<file path="config.mk">
export PLATFORM = sky130hd
export DESIGN_NAME = mult_wb_unit
export DESIGN_NICKNAME = d
export VERILOG_FILES = /design/src/rtl/mult_wb_unit.sv
export SDC_FILE = /design/constraint.sdc
export NUM_CORES = 1
export LEC_CHECK = 0
export CELL_PAD_IN_SITES_DETAIL_PLACEMENT = 1
export CELL_PAD_IN_SITES_GLOBAL_PLACEMENT = 1
export CORE_UTILIZATION = 47
export DETAILED_ROUTE_END_ITERATION = 16
export PLACE_DENSITY = 0.95
export SLEW_MARGIN = 20
export SYNTH_ARGS = -nofsm -noshare
export SYNTH_HDL_FRONTEND = slang
export SYNTH_SLANG_ARGS = --single-unit
</file>
<file path="constraint.sdc">
create_clock -name clk -period 10.2 [get_ports clk]
set_input_delay 1.02 -clock clk [delete_from_list [all_inputs] [get_ports clk]]
set_output_delay 1.02 -clock clk [all_outputs]
set_load 0.02 [all_outputs]
</file>
<file path="src/rtl/mult_wb_unit.sv">
// -----------------------------------------------------------------------------
// mult_wb_unit
//   Iterative integer multiplier for MUL instructions in the EX stage.
//   Consumes BITS_PER_CYCLE bits of the multiplier per cycle and keeps the low
//   DATA_W bits of the product. The registered result drives the register
//   file write port directly, so every output is zero outside the DONE cycle
//   (the register file bypasses wdata on a waddr match, and x0 must read 0).
//
// Ports
//   clk        in   1       system clock, rising edge
//   arst_n     in   1       asynchronous reset, active low
//   start      in   1       request a multiply; accepted only when busy==0
//   flush      in   1       synchronous abort, priority over start
//   op_a       in   DATA_W  multiplicand
//   op_b       in   DATA_W  multiplier
//   dest_in    in   5       destination register index
//   busy       out  1       operation in progress; start ignored while high
//   done       out  1       one-cycle pulse when result is valid
//   result     out  DATA_W  product[DATA_W-1:0] (register file wdata)
//   waddr      out  5       destination index (register file waddr)
//   reg_write  out  1       register file write enable
//
// Handshake: start is a request qualified by !busy; a request seen while busy
// is dropped, never queued. done/reg_write are single-cycle strobes with no
// back-pressure: the consumer must take the write in that cycle.
//
// The FSM state is visible as the signal `state` (type mult_state_e).
// -----------------------------------------------------------------------------
module mult_wb_unit #(
  parameter int DATA_W         = 16,
  parameter int BITS_PER_CYCLE = 4
) (
  input  logic              clk,
  input  logic              arst_n,
  input  logic              start,
  input  logic              flush,
  input  logic [DATA_W-1:0] op_a,
  input  logic [DATA_W-1:0] op_b,
  input  logic [4:0]        dest_in,
  output logic              busy,
  output logic              done,
  output logic [DATA_W-1:0] result,
  output logic [4:0]        waddr,
  output logic              reg_write
);

  localparam int N_ITER = DATA_W / BITS_PER_CYCLE;
  localparam int CNT_W  = (N_ITER > 1) ? $clog2(N_ITER) : 1;
  localparam logic [CNT_W-1:0] CNT_LAST = CNT_W'(N_ITER - 1);

  typedef enum logic [1:0] {
    IDLE = 2'd0,
    RUN  = 2'd1,
    DONE = 2'd2
  } mult_state_e;

  mult_state_e state, state_next;

  logic [DATA_W-1:0] a_sh;
  logic [DATA_W-1:0] b_sh;
  logic [DATA_W-1:0] acc;
  logic [DATA_W-1:0] acc_next;
  logic [DATA_W-1:0] b_digit;
  logic [4:0]        dest;
  logic [CNT_W-1:0]  cnt;
  logic              accept;
  logic              last_iter;

  // A new operation can start from IDLE or from DONE (retiring the old one on
  // the same edge); flush always wins.
  assign accept    = start && !flush && (state != RUN);
  assign last_iter = (state == RUN) && (cnt == CNT_LAST);

  // Zero-extended low digit of the multiplier; the product is truncated to
  // DATA_W bits, which is sign-agnostic for the low half.
  assign b_digit  = {{(DATA_W-BITS_PER_CYCLE){1'b0}}, b_sh[BITS_PER_CYCLE-1:0]};
  assign acc_next = acc + (a_sh * b_digit);

  always_comb begin
    state_next = state;
    if (flush) begin
      state_next = IDLE;
    end else begin
      case (state)
        IDLE:    if (accept) state_next = RUN;
        RUN:     if (last_iter) state_next = DONE;
        DONE:    state_next = accept ? RUN : IDLE;
        default: state_next = IDLE;
      endcase
    end
  end

  always_ff @(posedge clk or negedge arst_n) begin
    if (!arst_n) begin
      state     <= IDLE;
      a_sh      <= '0;
      b_sh      <= '0;
      acc       <= '0;
      dest      <= '0;
      cnt       <= '0;
      busy      <= 1'b0;
      done      <= 1'b0;
      result    <= '0;
      waddr     <= '0;
      reg_write <= 1'b0;
    end else begin
      state     <= state_next;
      // Write-port outputs are strobes: cleared every cycle unless retiring.
      done      <= 1'b0;
      reg_write <= 1'b0;
      result    <= '0;
      waddr     <= '0;
      if (flush) begin
        busy <= 1'b0;
      end else if (accept) begin
        a_sh <= op_a;
        b_sh <= op_b;
        dest <= dest_in;
        acc  <= '0;
        cnt  <= '0;
        busy <= 1'b1;
      end else if (state == RUN) begin
        acc  <= acc_next;
        a_sh <= a_sh << BITS_PER_CYCLE;
        b_sh <= b_sh >> BITS_PER_CYCLE;
        cnt  <= cnt + 1'b1;
        if (last_iter) begin
          busy <= 1'b0;
          done <= 1'b1;
          // Writes to x0 are suppressed entirely so the bypass never sees a
          // nonzero value for register 0.
          if (dest != 5'd0) begin
            result    <= acc_next;
            waddr     <= dest;
            reg_write <= 1'b1;
          end
        end
      end
    end
  end

endmodule

</file>
Word level (Yosys, flattened, before mapping). Cells that the tools add are included.

Logic and storage cells: 70. Flip-flop bits (word level): 81.

Eq/ne operators: 6. Add/subtract/negate cells: 2. Reductions and logical operators: 13. Multipliers: 1. Mux-type cells: 36. Bitwise logic cells: 1.

Operators by type and width (count): 16-bit 2-to-1 mux (11); 5-bit 2-to-1 mux (5); 16-bit adder (1); 16-bit by 4-bit multiplier with 16-bit output (1); 1-bit 2-to-1 mux (14); 2-bit 2-to-1 mux (5); 2-bit AND reduction (4); 3-bit inequality test, second input constant (2); 2-bit one-hot mux with 3 select lines (1); 3-bit nonzero test (2); 5-bit nonzero test (1); 2-bit == test, second input constant (2); 1-bit logical AND (3); 2-bit by 1-bit adder with 2-bit output, second input constant (1); 2-bit by 1-bit == test with 1-bit output, second input constant (1); 2-bit logical NOT (1); 2-bit by 1-bit inequality test with 1-bit output, second input constant (1); 2-bit nonzero test (1); 1-bit logical NOT (1); 1-bit inverter (1).

Logic depth before layout (Yosys ltp).
Depth in word-level cells: 7. Gate-level depth with buffers: 15. Gate-level depth less buffers: 14.

Least setup slack after synthesis. No wires, ideal clock.

Path type: flip-flop to flip-flop. Start: register b_sh[1]. End: register acc[13]. Data required time: 10078 ps. Stages on the path, launching flop included: 14. Path buffers: 1. Arrival time: 3786 ps. Path slack: 6292 ps. Cell sequence: dfrtp_1 -> clkbuf_1 -> nand2_1 -> fa_1 -> fa_1 -> fa_1 -> inv_1 -> ha_1 -> nor2b_1 -> o31a_1 -> o21ai_2 -> a211oi_1 -> or3_1 -> a32o_1.

Longest elaborated chain between the ends: 4.

RTL lines: start, declared (RTL line 60) `logic [DATA_W-1:0] b_sh;`; start signal, assigned (RTL line 117) `b_sh <= op_b;`; start signal, assigned (RTL line 125) `b_sh <= b_sh >> BITS_PER_CYCLE;`; 16-bit by 4-bit multiplier with 16-bit output (RTL line 77) `assign acc_next = acc + (a_sh * b_digit);`; 16-bit adder (RTL line 77); 16-bit 2-to-1 mux (RTL line 122) `end else if (state == RUN) begin`; 16-bit 2-to-1 mux (RTL line 115) `end else if (accept) begin`; end signal, assigned (RTL line 123) `acc <= acc_next;`; end, declared (RTL line 61) `logic [DATA_W-1:0] acc;`.

Every way passes these cells. The select of a mux whose other input is x is not followed. A chain may end at the register's enable or synchronous reset.

Worst setup path after layout.
Start: register b_sh[1]. End: register acc[14].

Same word-level chain as after synthesis.

==> flow_summary.yaml <==
sta:
  period_needed_ps: 4400
  fmax_mhz: 227
  skew_ps: 9.57
  rsz0062_at_grt: "no"
  worst_pin_slew_ps: 998
  finalHoldViolations: 0
  setup_viol: 0
  timing.hold.ws_ps: 499
  setup_tns_ps: 0
  maxSlewHeadroom_pct: 33.2
  finalCritPeriodShare_pct: 43.2
  drv_slew: 0
global_route:
  grt_pass1_wl_um: 22600
  grt_max_degree: 82
  track_usage_pct: 27.2
  grt_pass1_vias: 4315
  antenna_found_initial: 0
  grt_overflow_total: 0
finish:
  area_growth_pct: 20.4
  final_cell_mix: "94 x inv_1, 81 x dfrtp_1, 63 x clkdlybuf4s50_1"
  fin_cells: 685
  diodes: 0
  final_layout_size_suffix_gt1_share_pct: 6.01
  nets: 643
  n_fill_cell: 1090
  postLayoutCellArea_um2: 6020
  final_common_cell: "inv_1"
  final_util_pct: 58.3
synth:
  synth-compound-area-share_pct: 13.4
  synthesis.nets: 583
  ys_seq_elements: 81
  synth_xor_xnor_area_share_pct: 2.98
  synthMuxAreaShare_pct: 1.33
  syn-cell-area_um2: 5000
  yosysTopAreaCell: "dfrtp_1"
  synthAdderAreaFrac_pct: 20.2
  syn_inst: 484
  synthSimpleGateAreaFrac_pct: 13.0
  synthTopCellsByArea: "dfrtp_1 41%, fa_1 15%, inv_1 7.1%"
  syn_area_per_cell_um2: 10.3
  yosysSeqAreaShare_pct: 40.5
  synth_edf_count: 0
  synth-async-reset-ratio_pct: 100
  synth_ff_type: "dfrtp_1"
  synth_cell_types: 41
  ys_warn_count: 0
  yosysTopAreaCellShare_pct: 40.5
  synth_top_family_by_area: "adder cells"
routing:
  routedWlPerCell_um: 19.8
  drc_errors: 0
  drt_iter0_drc: 289
  antenna_left: 0
  routed_wl_um: 13600
  num_vias: 3854
  via_per_inst: 5.63
  first_pass_iters: 5
clock_network:
  cts_root_buffer: "clkbuf_8"
  cts_tree: "yes"
  path_clk_slew_ps: 90
  cts-buffers-inserted: 9
  htreeDepth: 3
  clk_latency_ps: 370
  hold_buffers: 0
  cts.sinks: 81
  cts_setup_buffers: 0
  cts_buffer_depth: 2
  cts_resized: 0
floorplanning:
  ios: 65
  rows: 37
  die_h_um: 105
  chipWidth_um: 105
  core_area_um2: 10300
  start_util_pct: 48.5
  die-area_um2: 11100
placement:
  gp_congestion: 0.786
  hpwl_um: 9300
  place_area_um2: 5780
  io_buffers: 64
  dpl.cell_count: 668
setup_path:
  endpoint_kind: "register"
  cp_data_required_time_ps: 10460
  crit_type: "reg2reg"
  critPathMaxFanout: 16
  cp.arrival_ps: 4660
  start_kind: "register"
power:
  irDropWorstVdd_uv: 92.8
  p_leak_nw: 2.98
  power_density_nw_per_um2: 204
run_status:
  status: "finished, final reports clean"
run:
  drv_cap: 0
min_path:
  min_path_type: "reg2reg"
-- cells by family (layout without fill, tap and decap cells) --
| logic type | Yosys count | count (layout) |
|---|---|---|
| AOI/OAI and AO/OA | 88 | 88 |
| xor gates and xnor gates | 17 | 17 |
| adders and majority gates | 58 | 58 |
| buffers and inverters | 113 | 178 |
| DFF | 81 | 81 |
| muxes | 6 | 6 |
| and+or+nand+nor | 121 | 121 |
-- area by class of cell --
cell class,instances,area (um^2),share of cell area [%]
well taps,136,170,2.83
clock buffers,10,138,2.29
repair buffers,68,692,11.5
flip-flops and latches,81,2030,33.7
inverters,94,353,5.86
multi-input cells,290,2570,42.7
clock inverters,6,73.8,1.23
-- cells in the mapped netlist (4+ instances only) --
master and instances:
fa_1 38, and3_1 6, and2_1 54, xnor2_1 12
nor2_1 20, o21a_1 4, clkbuf_1 17, dfrtp_1 81
ha_1 20, a21o_1 4, inv_1 94, xor2_1 5
a22o_1 12, nand2_1 26, nor2b_1 4, a21oi_1 10
mux2_2 5, o21ai_0 19, a222oi_1 24
-- registers in the layout, indices dropped and copies added (netlist names), 2 cells and up --
register,count
state,2
cnt,2
b_sh,16
dest,5
result,16
waddr,5
a_sh,16
acc,16
-- stage by stage --
| stage | worst slack, ps | power [W] |
|---|---|---|
| after global routing | 5550 | 0.00131 |
| after CTS | 5820 | 0.00123 |
| final | 5800 | 0.00123 |
| after detailed placement | 5890 | 0.000947 |
| after floorplan | 6290 | 0.000795 |
| after global placement | 6160 | 0.000893 |
-- critical path: stages (launching register included) --
cell and delay (ps):
dfrtp_1 580, and2_1 270, fa_1 490, fa_1 500
inv_1 70, fa_1 520, inv_1 60, ha_1 360
nand2_1 90, o31ai_1 670, o21a_1 230, o21ai_0 150
a32o_1 300
-- power by group --
group / switching [W] / internal (W)
clock: 0.000131 / 0.000123
sequential: 0.0000557 / 0.000372
combinational: 0.000319 / 0.000230
total: 0.000506 / 0.000724
-- layer usage --
| metal | up-vias | track usage, % | wire (um) |
|---|---|---|---|
| met5 | - | 0 | 0 |
| met3 | 49 | 5.80 | 671 |
| met2 | 143 | 46.3 | 6980 |
| met4 | 0 | 14.7 | 588 |
| li1 | 1702 | - | - |
| met1 | 1960 | 32.2 | 5340 |
-- final timing paths --
check	to	slack (ps)	start	depth (start not counted)
max	acc[14]	5800	b_sh[1]	12
min	acc[4]	500	acc[4]	2
max reg2reg	acc[14]	5800	b_sh[1]	12
min reg2reg	acc[4]	500	acc[4]	2
max in group asynchronous	b_sh[11]	9000	arst_n	1
min in group asynchronous	result[13]	650	arst_n	1
No activity file was read; power rests on OpenSTA's default activity.
